`src/rtl/branch_pkg.sv`:
```
// rtl/branch_pkg.sv - shared state and wait-code encodings for the ID-stage branch sequencer
package branch_pkg;

    typedef enum logic [1:0] {
        BC_IDLE  = 2'd0,
        BC_WAIT  = 2'd1,
        BC_REDIR = 2'd2
    } bc_state_t;

    localparam logic [1:0] WAIT_NONE = 2'd0;
    localparam logic [1:0] WAIT_EX   = 2'd1;
    localparam logic [1:0] WAIT_EC   = 2'd2;

    // Code 3 never comes from a healthy branch unit; fold it onto the longest wait.
    function automatic logic [1:0] wait_norm(input logic [1:0] code);
        return (code == 2'd3) ? WAIT_EC : code;
    endfunction

endpackage

```
`src/rtl/branch_stat_cnt.sv`:
```
// rtl/branch_stat_cnt.sv - wrapping resolution/taken/stall counters for the branch sequencer
module branch_stat_cnt #(
    parameter int STAT_W = 32
) (
    input  logic              clk,
    input  logic              resetn,
    input  logic              inc_branch,
    input  logic              inc_taken,
    input  logic              inc_stall,
    output logic [STAT_W-1:0] stat_branch,
    output logic [STAT_W-1:0] stat_taken,
    output logic [STAT_W-1:0] stat_stall
);

    // Free-running counters; overflow wraps to zero.
    always_ff @(posedge clk or negedge resetn) begin
        if (!resetn) begin
            stat_branch <= '0;
            stat_taken  <= '0;
            stat_stall  <= '0;
        end else begin
            if (inc_branch) stat_branch <= stat_branch + 1'b1;
            if (inc_taken)  stat_taken  <= stat_taken + 1'b1;
            if (inc_stall)  stat_stall  <= stat_stall + 1'b1;
        end
    end

endmodule

```
`src/rtl/branch_ctrl.sv`:
```
// rtl/branch_ctrl.sv - ID-stage branch stall/resolve/redirect sequencer (optional stats: BRANCH_STAT_EN)
module branch_ctrl
    import branch_pkg::*;
#(
    parameter int PC_W   = 32,
    parameter int STAT_W = 32
) (
    input  logic            clk,
    input  logic            resetn,
    input  logic            id_valid,
    input  logic            id_branch,
    input  logic            id_jump,
    input  logic [1:0]      wait_seg,
    input  logic            realj,
    input  logic [PC_W-1:0] target,
    input  logic            ex_flush,
    input  logic            if_redirect_ready,
    output logic            id_stall,
    output logic            redirect_valid,
    output logic [PC_W-1:0] redirect_pc,
    output logic            busy
`ifdef BRANCH_STAT_EN
    ,
    output logic [STAT_W-1:0] stat_branch,
    output logic [STAT_W-1:0] stat_taken,
    output logic [STAT_W-1:0] stat_stall
`endif
);

    bc_state_t  state, state_n;
    logic [1:0] cnt, cnt_n;
    logic       br, take, resolve, load_pc, stall;
    logic [1:0] ws_eff;

    assign br     = id_valid & id_branch;
    assign take   = id_jump | realj;
    assign ws_eff = wait_norm(wait_seg);

    // Next-state, stall and resolution decode; ex_flush overrides everything last.
    always_comb begin
        state_n = state;
        cnt_n   = cnt;
        stall   = 1'b0;
        resolve = 1'b0;
        load_pc = 1'b0;
        case (state)
            BC_IDLE: begin
                if (br) begin
                    if (ws_eff == WAIT_NONE) begin
                        resolve = 1'b1;
                    end else begin
                        stall   = 1'b1;
                        cnt_n   = ws_eff - 2'd1;
                        state_n = BC_WAIT;
                    end
                end
            end
            BC_WAIT: begin
                if (cnt != 2'd0) begin
                    stall = 1'b1;
                    cnt_n = cnt - 2'd1;
                end else begin
                    resolve = 1'b1;
                end
            end
            BC_REDIR: begin
                // A branch in the delay slot waits until fetch takes the pending redirect.
                stall = br;
                if (if_redirect_ready) state_n = BC_IDLE;
            end
            default: state_n = BC_IDLE;
        endcase
        if (resolve) begin
            load_pc = take;
            state_n = take ? BC_REDIR : BC_IDLE;
        end
        if (ex_flush) begin
            stall   = 1'b0;
            resolve = 1'b0;
            load_pc = 1'b0;
            cnt_n   = 2'd0;
            state_n = BC_IDLE;
        end
    end

    assign id_stall = stall & resetn;
    assign busy     = (state != BC_IDLE);

    // State, wait counter and the held redirect request.
    always_ff @(posedge clk or negedge resetn) begin
        if (!resetn) begin
            state          <= BC_IDLE;
            cnt            <= 2'd0;
            redirect_valid <= 1'b0;
            redirect_pc    <= '0;
        end else begin
            state          <= state_n;
            cnt            <= cnt_n;
            redirect_valid <= (state_n == BC_REDIR);
            if (load_pc) redirect_pc <= target;
        end
    end

`ifdef BRANCH_STAT_EN
    branch_stat_cnt #(
        .STAT_W(STAT_W)
    ) u_stat (
        .clk        (clk),
        .resetn     (resetn),
        .inc_branch (resolve),
        .inc_taken  (resolve & take),
        .inc_stall  (id_stall),
        .stat_branch(stat_branch),
        .stat_taken (stat_taken),
        .stat_stall (stat_stall)
    );
`else
    logic unused_stat_w;
    assign unused_stat_w = (STAT_W > 0);
`endif

endmodule

```
`config.mk`:
```
export PLATFORM = sky130hd
export DESIGN_NAME = branch_ctrl
export DESIGN_NICKNAME = d
export VERILOG_FILES = /design/src/rtl/branch_pkg.sv /design/src/rtl/branch_stat_cnt.sv /design/src/rtl/branch_ctrl.sv
export SDC_FILE = /design/constraint.sdc
export NUM_CORES = 1
export LEC_CHECK = 0
export BUFFER_PORTS_ARGS = -buffer_cell sky130_fd_sc_hd__buf_2
export CAP_MARGIN = 15
export CORE_AREA = 5 5 63 65
export CTS_CLUSTER_DIAMETER = 80
export DETAILED_ROUTE_END_ITERATION = 10
export DIE_AREA = 0 0 68 70
export HOLD_SLACK_MARGIN = 0.12
export PLACE_DENSITY = 0.89
export SLEW_MARGIN = 20
export SYNTH_ARGS = -nofsm -noshare
export SYNTH_HDL_FRONTEND = slang
export SYNTH_SLANG_ARGS = --single-unit
```
`constraint.sdc`:
```
create_clock -name clk -period 3.9 [get_ports clk]
set_clock_uncertainty 0.2 [all_clocks]
set_input_delay 0.39 -clock clk [delete_from_list [all_inputs] [get_ports clk]]
set_output_delay 0.39 -clock clk [all_outputs]
set_load 0.01 [all_outputs]
```
# Word-level counts from Yosys, hierarchy flattened
# Cells that the tools add are included.
# totals
in_bits	42
regBits	37
output_inout_bits	35
# op_classes
mux	24
add_sub_neg	2
n_reduce_logical	6
eq_ne	7
bitwise	3
# ops
op	count
two-way mux 2 bit	11
two-way mux 1 bit	9
!= test 3 bit (second input constant)	3
== test 2 bit (second input constant)	3
case mux 2 bit (3 select lines)	1
logical NOT 2 bit	2
case mux 2 bit (2 select lines)	1
AND reduction 4 bit	1
nonzero test 2 bit	2
subtractor 2 x 1 -> 2 bit (second input constant)	2
case mux 1 bit (3 select lines)	1
nonzero test 3 bit	1
bitwise AND 1 bit	2
== test 2 x 1 -> 1 bit (second input constant)	1
case mux 1 bit (2 select lines)	1
bitwise OR 1 bit	1

# Logic depth before layout (Yosys ltp)
# Gate-level depths: netlist of run 1.
# logic_depth
depth_word	9
depth_mapped	5
mapped_depth_nobuf	3

# Worst setup path before layout of run 1
# No wires, ideal clock.
# synth_path
kind	input-to-reg
startpoint	input wait_seg[0]
endpoint	register redirect_pc[0]
path_slack_ns	2.160
path_stages	4
setup_time_ns	0.125
arrival_time_ns	1.415
required_time_ns	3.575
cell_sequence	and4bb_2 > o2111ai_4 > buf_6 > mux2_2
# synth_between
elab_chain_cells	8
# synth_lines
element	line_no	source
start: declaration	branch_ctrl.sv:13	input logic [1:0] wait_seg,
== test 2 bit	branch_pkg.sv:16	return (code == 2'd3) ? WAIT_EC : code;
two-way mux 2 bit (*)	branch_pkg.sv:16	
logical NOT 2 bit (*)	branch_ctrl.sv:49	if (ws_eff == WAIT_NONE) begin
two-way mux 1 bit (*)	branch_ctrl.sv:49	
two-way mux 1 bit (*)	branch_ctrl.sv:48	if (br) begin
case mux 1 bit (2 select lines) (*)	branch_ctrl.sv:46	case (state)
two-way mux 1 bit (*)	branch_ctrl.sv:73	if (resolve) begin
two-way mux 1 bit (*)	branch_ctrl.sv:77	if (ex_flush) begin
end signal: assignment	branch_ctrl.sv:100	if (load_pc) redirect_pc <= target;
end: declaration	branch_ctrl.sv:20	output logic [PC_W-1:0] redirect_pc,
# Every way passes the cells marked *; elsewhere a longest branch is shown, timed or not.
# A chain may end at the register's enable or synchronous reset.

# Final worst setup path of run 1
# layout_path
startpoint	input resetn
endpoint	output id_stall
# layout_between
elab_chain_cells	1
# layout_lines
element	line_no	source
start: declaration	branch_ctrl.sv:9	input logic resetn,
bitwise AND 1 bit	branch_ctrl.sv:86	assign id_stall = stall & resetn;
end: declaration	branch_ctrl.sv:18	output logic id_stall,
# Every way passes these cells.

==> run summary, run 1 <==
register area share after synthesis -> 60.6%
hold_buf cts -> 35
first-pass GRT wire length -> 6400 µm
layout cells sized above 1 -> 55.8%
# IOs -> 77
Sw Ratio -> 28.5%
Worst Tran Pin Value -> 1.06 ns
Clock power frac -> 22.8%
antenna viol nets, final -> 0
CP Class -> primary input to output pin
synth-to-layout area growth -> 54.6%
Synth Instances -> 100
Clock Tree Buf Depth -> 2
final slew viol count -> 0
post-route setup TNS -> 0 ns
DIE AREA -> 4760 µm²
status -> completed
P_sw -> 0.339 mW
cell leakage power -> 1.17 nW
routability cong. -> 0.668
Slew HR -> 29.1%
post-CTS setup repair buffer count -> 0
power share of the sequential group -> 46.5%
ant diodes -> 0
CTS Sinks -> 37
Starting DRT DRC Count -> 72
largest net degree at the start of global routing -> 39
Initial Util -> 46.5%
most used cell, CP -> buf_2
crit-path max cell delay -> 0.64 ns
Post-Place Worst Slack -> 1.50 ns
maximum vdd drop -> 0.413 mV
die height -> 70 µm
CTS root buffer -> clkbuf_4
Synthesized Nets -> 142
critical path, cell by cell -> dlygate4sd3_1 -> buf_2 -> and3b_1 -> buf_2
nets@finish -> 256
mapped cell area -> 1530 µm²
initial antenna violation count -> 0
Fin. Hold Viols -> 0
final setup margin -> 1.37 ns
CTS resizes -> 0
Synth cell types -> 22
post-route design area -> 2360 µm²
Crit path max-delay family -> buffers and inverters
CTS tree -> done
Routed WL per cell -> 15.3 µm
Layout Cells excl Fill -> 261
vias in the first global route -> 1379
max-cap violation count -> 0
internal power -> 0.851 mW
Via density -> 4.80
DIE WIDTH -> 68 µm
Placed Area -> 1930 µm²
via count -> 1254
CP endpoint kind -> output pin
final worst path period need -> 2.53 ns
CP required -> 3.31 ns
Critical Path Start Type -> primary input
worst skew pair latency -> 0.33 ns
Buffers on Ports -> 76
PwrDens -> 504 nW/µm²
final WL -> 3990 µm
combinational fraction of design power -> 30.7%
Core Region -> 3280 µm²
Mean Syn Cell Area -> 15.3 µm²
H-tree depth -> 2
endpoints failing setup -> 0
CP arrival -> 1.94 ns
Final period util -> 65.0%
TritonRoute pass-1 iters -> 4
RSZ-0062 raised after global routing -> no
final HPWL from detailed placement -> 2490 µm
CP bufs+invs -> 3
DRC errors left -> 0
Yosys Warn Count -> 0
largest fanout on the critical path -> 38
fmax -> 395 MHz
row count -> 21
CP max-delay cell -> buf_2
TritonCTS buffer count -> 5
Seq cells post-synth -> 37
clock slew seen by the registers of the worst setup and hold paths -> 0.11 ns
placed cells -> 218
Hold WC Path Type -> primary input to register
Tot GR Track Use -> 18.3%
total grt overflow -> 0
## cell usage in the layout, fill, tap and decap left out, drive strengths merged
| cell | netlist | layout |
|---|---|---|
| dlygate4sd3 | 0 | 35 |
| o41ai | 3 | 3 |
| clkbuf | 0 | 7 |
| and4bb | 1 | 1 |
| o21ai | 1 | 1 |
| o22ai | 2 | 2 |
| and3b | 1 | 1 |
| nor2 | 2 | 2 |
| buf | 4 | 76 |
| inv | 2 | 2 |
| nand3b | 1 | 1 |
| dfrtp | 37 | 37 |
| o21bai | 1 | 1 |
| nor3 | 2 | 2 |
| nor2b | 2 | 2 |
| o2111ai | 1 | 1 |
| bufinv | 0 | 1 |
| or2 | 1 | 1 |
| nand2b | 2 | 2 |
| o221ai | 1 | 1 |
| o21a | 1 | 1 |
| mux2 | 33 | 33 |
| nand2 | 1 | 1 |
| a21oi | 1 | 1 |
## path summary, 6_finish.rpt
check                           cells past startpoint            start              end  slack (ns)
worst max-delay path                                4           resetn         id_stall        1.37
worst min-delay path                                4      wait_seg[0]           cnt[1]        0.28
worst max register to register                      2         state[0]  redirect_pc[16]        1.76
worst min register to register                      1  redirect_pc[30]  redirect_pc[30]        0.31
max in group asynchronous                           2           resetn  redirect_pc[26]        2.50
min in group asynchronous                           2           resetn  redirect_pc[11]        0.48
## worst min-delay path, cell delays in order
cell and delay [ns]:
buf_2 0.12, nor2_1 0.06, o22ai_1 0.13, a21oi_1 0.09
## stage by stage
| step | utilization (%) | hold WS [ns] | power [mW] |
|---|---|---|---|
| floorplan | - | -0.106 | 0.730 |
| global placement | 58.7 | 0.282 | 0.881 |
| detailed placement | 58.7 | 0.287 | 0.902 |
| CTS | 71.9 | 0.255 | 1.20 |
| global route | 71.9 | 0.272 | 1.26 |
| finish | 71.9 | 0.282 | 1.19 |
## per-layer routing
metal | routed length, µm | global-route usage [%] | up-vias
met5 | 0 | 0 | -
met4 | 163 | 11.0 | 0
met3 | 235 | 4.01 | 16
met2 | 2150 | 31.9 | 52
met1 | 1450 | 19.2 | 596
li1 | - | - | 590
## flip-flops by register name, indices dropped and copies added, names as in the netlist
name and count:
cnt 2, redirect_pc 32, redirect_valid 1, state 2
## power groups by stage
stage	Clock [mW]	Combinational [mW]	Sequential [mW]
2_1_floorplan	0	0.117	0.613
3_3_place_gp	0	0.329	0.552
3_5_place_dp	0	0.341	0.561
4_1_cts	0.279	0.368	0.554
5_1_grt	0.300	0.396	0.569
6_report	0.271	0.366	0.554
## layout make-up
| cell class | count | area [µm²] |
|---|---|---|
| fill | 212 | 922 |
| multi-input combinational | 57 | 556 |
| clock buffer | 7 | 55.1 |
| timing repair buffer | 111 | 731 |
| clock inverter | 1 | 30.0 |
| tap | 46 | 57.6 |
| sequential | 37 | 926 |
| inverter | 2 | 7.51 |
## Yosys cell counts
master | number | area (µm²)
o2111ai_4 | 1 | 26.3
nand2_1 | 1 | 3.75
nand3b_1 | 1 | 7.51
buf_6 | 3 | 33.8
o21a_1 | 1 | 7.51
o221ai_1 | 1 | 8.76
nor3_1 | 2 | 10.0
mux2_2 | 33 | 372
o22ai_1 | 2 | 12.5
nand2b_1 | 2 | 12.5
inv_1 | 2 | 7.51
o21ai_2 | 1 | 8.76
and4bb_2 | 1 | 12.5
a21oi_1 | 1 | 5.00
buf_2 | 1 | 5.00
o21bai_1 | 1 | 7.51
or2_2 | 1 | 6.26
nor2b_1 | 2 | 12.5
dfrtp_1 | 37 | 926
nor2_1 | 2 | 7.51
and3b_1 | 1 | 8.76
o41ai_1 | 3 | 26.3
## logic make-up after synthesis
group,share of synthesized area (%)
flip-flops,60.6
multiplexers,24.3
AND/OR/NAND/NOR,5.32
AO/OA/AOI/OAI,6.72
buffers and inverters,3.03
(Power assumes the default switching activity.)
==> run 2, diff against run 1 <==
ABC_AREA = 1   (was default)
CORE_AREA = 5 5 66 68   (was 5 5 63 65)
DIE_AREA = 0 0 71 73   (was 0 0 68 70)
PLACE_DENSITY = 0.86   (was 0.89)
clock period = 2.6 ns   (was 3.9 ns; I/O delays follow)
==> run summary, run 2 <==
H-tree depth -> 2 (unchanged)
Reg with most FFs -> redirect_pc (unchanged)
maximum vdd drop -> 0.454 mV (was 0.413 mV)
Fin. Hold Viols -> 0 (unchanged)
DRC errors left -> 0 (unchanged)
endpoints failing setup -> 0 (unchanged)
Synth area leaders -> dfrtp_1, nand2_1, nand3_1 (was dfrtp_1, mux2_2, buf_6)
CTS Sinks -> 37 (unchanged)
PwrDens -> 716 nW/µm² (was 504 nW/µm²)
nets@finish -> 349 (was 256)
Buffers on Ports -> 76 (unchanged)
Synthesized Nets -> 238 (was 142)
antenna viol nets, final -> 0 (unchanged)
vias in the first global route -> 1752 (was 1379)
DIE AREA -> 5180 µm² (was 4760 µm²)
cell leakage power -> 1.41 nW (was 1.17 nW)
count leader, synth -> nand2_1 (was dfrtp_1)
worst hold path startpoint -> wait_seg[0] (unchanged)
ant diodes -> 0 (unchanged)
Yosys Warn Count -> 0 (unchanged)
# IOs -> 77 (unchanged)
Post-Place Worst Slack -> 0.257 ns (was 1.50 ns)
reg-to-reg startpoint -> state[1] (was state[0])
final worst path period need -> 2.35 ns
clock slew seen by the registers of the worst setup and hold paths -> 0.07 ns (was 0.11 ns)
Final period util -> 90.5%
status -> completed (unchanged)
Core Region -> 3800 µm² (was 3280 µm²)
RSZ-0062 raised after global routing -> no (unchanged)
CP max-delay cell -> o21ai_4 (was buf_2)
layout cells sized above 1 -> 28.6% (was 55.8%)
via count -> 1665 (was 1254)
CTS root buffer -> clkbuf_8 (was clkbuf_4)
final WL -> 4600 µm (was 3990 µm)
critical path, cell by cell -> inv_1 -> nand2_2 -> o21ai_4 -> nand2_4 -> nand2_1 -> nand2_1 (was dlygate4sd3_1 -> buf_2 -> and3b_1 -> buf_2)
Clock Tree Buf Depth -> 2 (unchanged)
TritonRoute pass-1 iters -> 4 (unchanged)
most used cell, CP -> nand2_1 (was buf_2)
Synth cell types -> 17 (was 22)
post-route setup TNS -> 0 ns (unchanged)
Slew HR -> 41.9% (was 29.1%)
register area share after synthesis -> 56.2% (was 60.6%)
Synth Flop Type -> dfrtp_1 (unchanged)
Critical Path Start Type -> register (was primary input)
Async S/R FF share, synth -> 100% (unchanged)
Largest regs -> redirect_pc (32), cnt (2), state (2) (unchanged)
final slew viol count -> 0 (unchanged)
Hold WC Path Type -> primary input to register (unchanged)
final setup margin -> 0.248 ns (was 1.37 ns)
CTS tree -> done (unchanged)
routability cong. -> 0.754 (was 0.668)
Hold EP -> cnt[0] (was cnt[1])
Initial Util -> 43.3% (was 46.5%)
Worst Tran Pin Value -> 0.868 ns (was 1.06 ns)
TritonCTS buffer count -> 5 (unchanged)
post-route design area -> 2470 µm² (was 2360 µm²)
Starting DRT DRC Count -> 78 (was 72)
CP arrival -> 2.32 ns (was 1.94 ns)
R2R Path End -> redirect_pc[25] (was redirect_pc[16])
total grt overflow -> 0 (unchanged)
worst skew pair latency -> 0.28 ns (was 0.33 ns)
max-cap violation count -> 0 (unchanged)
Synth Instances -> 196 (was 100)
DIE WIDTH -> 71 µm (was 68 µm)
CP required -> 2.57 ns (was 3.31 ns)
Post-synth EDFFs -> 0 (unchanged)
commonest non-fill, non-tap cell in the layout -> nand2_1 (was buf_2)
largest net degree at the start of global routing -> 38 (was 39)
mapped cell area -> 1650 µm² (was 1530 µm²)
WHS Path Cells -> 6 (was 4)
R2R depth -> 6 (was 2)
Synth top cells by count -> nand2_1, nand3_1, dfrtp_1, inv_1, nor2_1 (was dfrtp_1, mux2_2, buf_6, o41ai_1)
row count -> 23 (was 21)
Seq cells post-synth -> 37 (unchanged)
final HPWL from detailed placement -> 2840 µm (was 2490 µm)
top-area cell type share of the netlist area -> 56.2% (was 60.6%)
Routed WL per cell -> 12.8 µm (was 15.3 µm)
Mean Syn Cell Area -> 8.40 µm² (was 15.3 µm²)
max reg flops -> 32 (unchanged)
initial antenna violation count -> 0 (unchanged)
largest area contributor in the netlist -> dfrtp_1 (unchanged)
most frequent cells in the layout -> nand2_1, buf_2, nand3_1 (was buf_2, dfrtp_1, dlygate4sd3_1)
synth-to-layout area growth -> 50.0% (was 54.6%)
Tot GR Track Use -> 19.0% (was 18.3%)
fillcell total -> 350 (was 212)
post-CTS setup repair buffer count -> 0 (unchanged)
first-pass GRT wire length -> 7700 µm (was 6400 µm)
crit-path max cell delay -> 0.72 ns (was 0.64 ns)
die height -> 73 µm (was 70 µm)
fmax -> 425 MHz
Placed Area -> 2040 µm² (was 1930 µm²)
CP endpoint kind -> register (was output pin)
largest fanout on the critical path -> 34 (was 38)
CP Class -> register to register (was primary input to output pin)
Via density -> 4.65 (was 4.80)
FF-to-FF setup slack -> 0.25 ns (was 1.76 ns)
-- run 2: worst max-delay path by stage --
| stage | from | cells after the start | end | slack [ns] |
|---|---|---|---|---|
| 5_1_grt | state[1] | 6 | redirect_pc[18] | 0.03 |
| 3_5_place_dp | state[1] | 6 | redirect_pc[25] | 0.26 |
| 3_3_place_gp | state[1] | 6 | redirect_pc[5] | 0.30 |
| 4_1_cts | state[1] | 6 | redirect_pc[25] | 0.24 |
| 2_1_floorplan | state[1] | 6 | id_stall | 1.07 |
| 6_report | state[1] | 6 | redirect_pc[25] | 0.25 |
-- run 2: kinds of logic after synthesis --
kind of cell / Yosys count / synth area share, %
flip-flops: 37 / 56.2
AO/OA/AOI/OAI: 7 / 3.12
buffers and inverters: 19 / 6.38
AND/OR/NAND/NOR: 133 / 34.3
-- run 2: worst max-delay path: cells and delay by family (launching register included) --
family                 cells  cell delay [ns]
AOI/OAI and AO/OA          1             0.72
and+or+nand+nor            4             0.77
buffers and inverters      1             0.15
DFF                        1             0.39
-- run 2: power breakdown --
part	switching [mW]	internal [mW]
combinational	0.310	0.247
clock	0.183	0.190
sequential	0.0906	0.747
-- run 2: layout make-up --
class	count	area, µm²	area share (%)
Sequential cell	37	926	37.5
Clock buffer	8	80.1	3.24
Inverter	10	37.5	1.52
Tap cell	50	62.6	2.53
Timing Repair Buffer	113	746	30.2
Multi-Input combinational cell	140	618	25.0
-- run 2: timing repair --
action | CTS | global route
hold buffers | 35 | 0
gates resized for setup | 0 | 0
hold endpoints to repair | 73 | 0
-- run 2: layer usage --
| layer | track usage (%) | wire (µm) | vias to the layer above |
|---|---|---|---|
| met5 | 0 | 0 | - |
| met1 | 21.0 | 1840 | 772 |
| li1 | - | - | 845 |
| met2 | 35.2 | 2460 | 40 |
| met4 | 7.52 | 82 | 0 |
| met3 | 4.41 | 212 | 8 |
-- run 2: per-stage QoR --
| step | utilization [%] | total power [mW] | cells | hold slack [ns] |
|---|---|---|---|---|
| after floorplan | - | 1.11 | 196 | -0.236 |
| after global placement | 53.7 | 1.35 | 315 | 0.170 |
| after detailed placement | 53.7 | 1.37 | 315 | 0.175 |
| after CTS | 65.0 | 1.78 | 358 | 0.221 |
| after global routing | 65.0 | 1.89 | 358 | 0.260 |
| final | 65.0 | 1.77 | 358 | 0.222 |
==> run 3, diff against run 2 <==
ABC_AREA = 0   (was 1)
CORE_AREA = 5 5 65 67   (was 5 5 66 68)
DIE_AREA = 0 0 70 72   (was 0 0 71 73)
GPL_TIMING_DRIVEN = 0   (was default)
PLACE_DENSITY = 0.84   (was 0.86)
==> run summary, run 3 (synthesis gave the netlist of run 1 again) <==
final HPWL from detailed placement -> 2520 µm (was 2840 µm)
maximum vdd drop -> 0.505 mV (was 0.454 mV)
Routed WL per cell -> 14.7 µm (was 12.8 µm)
post-route setup TNS -> 0 ns (unchanged)
Tot GR Track Use -> 16.9% (was 19.0%)
CP Class -> primary input to register (was register to register)
PwrDens -> 699 nW/µm² (was 716 nW/µm²)
antenna viol nets, final -> 0 (unchanged)
Fin. Hold Viols -> 0 (unchanged)
DRC errors left -> 0 (unchanged)
total grt overflow -> 0 (unchanged)
CTS tree -> done (unchanged)
Slew HR -> 45.5% (was 41.9%)
row count -> 22 (was 23)
Buffers on Ports -> 76 (unchanged)
CP arrival -> 2.35 ns (was 2.32 ns)
first-pass GRT wire length -> 6650 µm (was 7700 µm)
P_sw -> 0.520 mW (was 0.584 mW)
Via density -> 4.67 (was 4.65)
layout cells sized above 1 -> 56.6% (was 28.6%)
Overall Power -> 1.67 mW (was 1.77 mW)
placed cells -> 224 (was 315)
final WL -> 3960 µm (was 4600 µm)
CTS root buffer -> clkbuf_4 (was clkbuf_8)
power share of the sequential group -> 49.5% (was 47.4%)
via count -> 1256 (was 1665)
routability cong. -> 0.706 (was 0.754)
TritonRoute pass-1 iters -> 4 (unchanged)
Final period util -> 89.4% (was 90.5%)
CTS Sinks -> 37 (unchanged)
Critical Path Start Type -> primary input (was register)
Clock Tree Buf Depth -> 2 (unchanged)
Clock power frac -> 17.4% (was 21.1%)
DIE AREA -> 5040 µm² (was 5180 µm²)
H-tree depth -> 2 (unchanged)
post-CTS setup repair buffer count -> 0 (unchanged)
Worst Tran Pin Value -> 0.818 ns (was 0.868 ns)
fillcell total -> 269 (was 350)
worst skew pair latency -> 0.33 ns (was 0.28 ns)
clock slew seen by the registers of the worst setup and hold paths -> 0.11 ns (was 0.07 ns)
Finished Core Util -> 66.9% (was 65.0%)
endpoints failing setup -> 0 (unchanged)
Post-Place Worst Slack -> 0.716 ns (was 0.257 ns)
largest fanout on the critical path -> 10 (was 34)
synth-to-layout area growth -> 56.7% (was 50.0%)
most frequent cells in the layout -> buf_2, dfrtp_1, dlygate4sd3_1 (was nand2_1, buf_2, nand3_1)
Placed Area -> 1970 µm² (was 2040 µm²)
post-route design area -> 2390 µm² (was 2470 µm²)
status -> completed (unchanged)
RSZ-0062 raised after global routing -> no (unchanged)
final setup margin -> 0.275 ns (was 0.248 ns)
DIE WIDTH -> 70 µm (was 71 µm)
CP required -> 2.63 ns (was 2.57 ns)
final slew viol count -> 0 (unchanged)
commonest non-fill, non-tap cell in the layout -> buf_2 (was nand2_1)
vias in the first global route -> 1406 (was 1752)
TritonCTS buffer count -> 5 (unchanged)
Sw Ratio -> 31.0% (was 33.0%)
cell leakage power -> 1.19 nW (was 1.41 nW)
max reg flops -> 32 (unchanged)
Initial Util -> 42.7% (was 43.3%)
final worst path period need -> 2.32 ns (was 2.35 ns)
Core Region -> 3580 µm² (was 3800 µm²)
worst hold slack -> 0.156 ns (was 0.222 ns)
largest net degree at the start of global routing -> 39 (was 38)
die height -> 72 µm (was 73 µm)
fmax -> 430 MHz (was 425 MHz)
initial antenna violation count -> 0 (unchanged)
Hold WC Path Type -> primary input to register (unchanged)
internal power -> 1.15 mW (was 1.18 mW)
CP endpoint kind -> register (unchanged)
Layout Cells excl Fill -> 269 (was 358)
nets@finish -> 262 (was 349)
max-cap violation count -> 0 (unchanged)
Starting DRT DRC Count -> 23 (was 78)
combinational fraction of design power -> 33.1% (was 31.5%)
Largest regs -> redirect_pc (32), cnt (2), state (2) (unchanged)
# IOs -> 77 (unchanged)
Reg with most FFs -> redirect_pc (unchanged)
ant diodes -> 0 (unchanged)
[run 3: cell count changes in the layout (fill, tap and decap cells not counted), sizes merged, moves of 3 or more]
| cell | change |
|---|---|
| clkbuf | -3 |
| nand3 | -38 |
| o41ai | +3 |
| inv | -8 |
| nor2 | -3 |
| nand2 | -86 |
| mux2 | +33 |
[run 3: worst paths after layout]
kind / start / end / slack, ns / depth (start not counted)
min reg2reg: redirect_pc[15] / redirect_pc[15] / 0.31 / 1
min in group asynchronous: resetn / redirect_pc[27] / 0.35 / 2
max in group asynchronous: resetn / redirect_pc[15] / 1.32 / 2
max: wait_seg[0] / state[1] / 0.28 / 7
max reg2reg: state[1] / state[1] / 0.53 / 6
min: wait_seg[1] / cnt[1] / 0.16 / 4
[run 3: layout make-up]
class | count | area (µm²) | area share (%)
Buffer | 4 | 38.8 | 1.62
Clock buffer | 5 | 37.5 | 1.57
Clock inverter | 3 | 17.5 | 0.732
Inverter | 2 | 7.51 | 0.314
Multi-Input combinational cell | 57 | 556 | 23.2
Sequential cell | 37 | 926 | 38.7
Tap cell | 48 | 60.1 | 2.51
Timing Repair Buffer | 113 | 751 | 31.4
[run 3: layer usage]
metal | share of wire, % | up-vias | track usage [%]
met5 | 0 | - | 0
met4 | 1.6 | 0 | 5.96
met3 | 9.5 | 6 | 7.76
met2 | 49 | 55 | 29.1
met1 | 40 | 593 | 18.6
li1 | - | 602 | -
[run 3: repair_timing]
action | in CTS | in global routing
hold buffers | 37 | 0
endpoints found under the hold margin | 74 | 0
gates resized for setup | 0 | 0
[run 3: power by group through the flow]
| stage | Combinational (mW) | Sequential (mW) | Clock, mW |
|---|---|---|---|
| after floorplan | 0.176 | 0.919 | 0 |
| after global placement | 0.503 | 0.825 | 0 |
| after detailed placement | 0.518 | 0.837 | 0 |
| after CTS | 0.561 | 0.827 | 0.304 |
| after global routing | 0.602 | 0.850 | 0.326 |
| final | 0.555 | 0.828 | 0.291 |
[run 3: worst max-delay path, stage by stage]
cell,delay (ns)
dlygate4sd3_1,0.51
buf_2,0.14
and4bb_2,0.26
o2111ai_4,0.34
buf_6,0.20
o41ai_1,0.07
dlygate4sd3_1,0.56
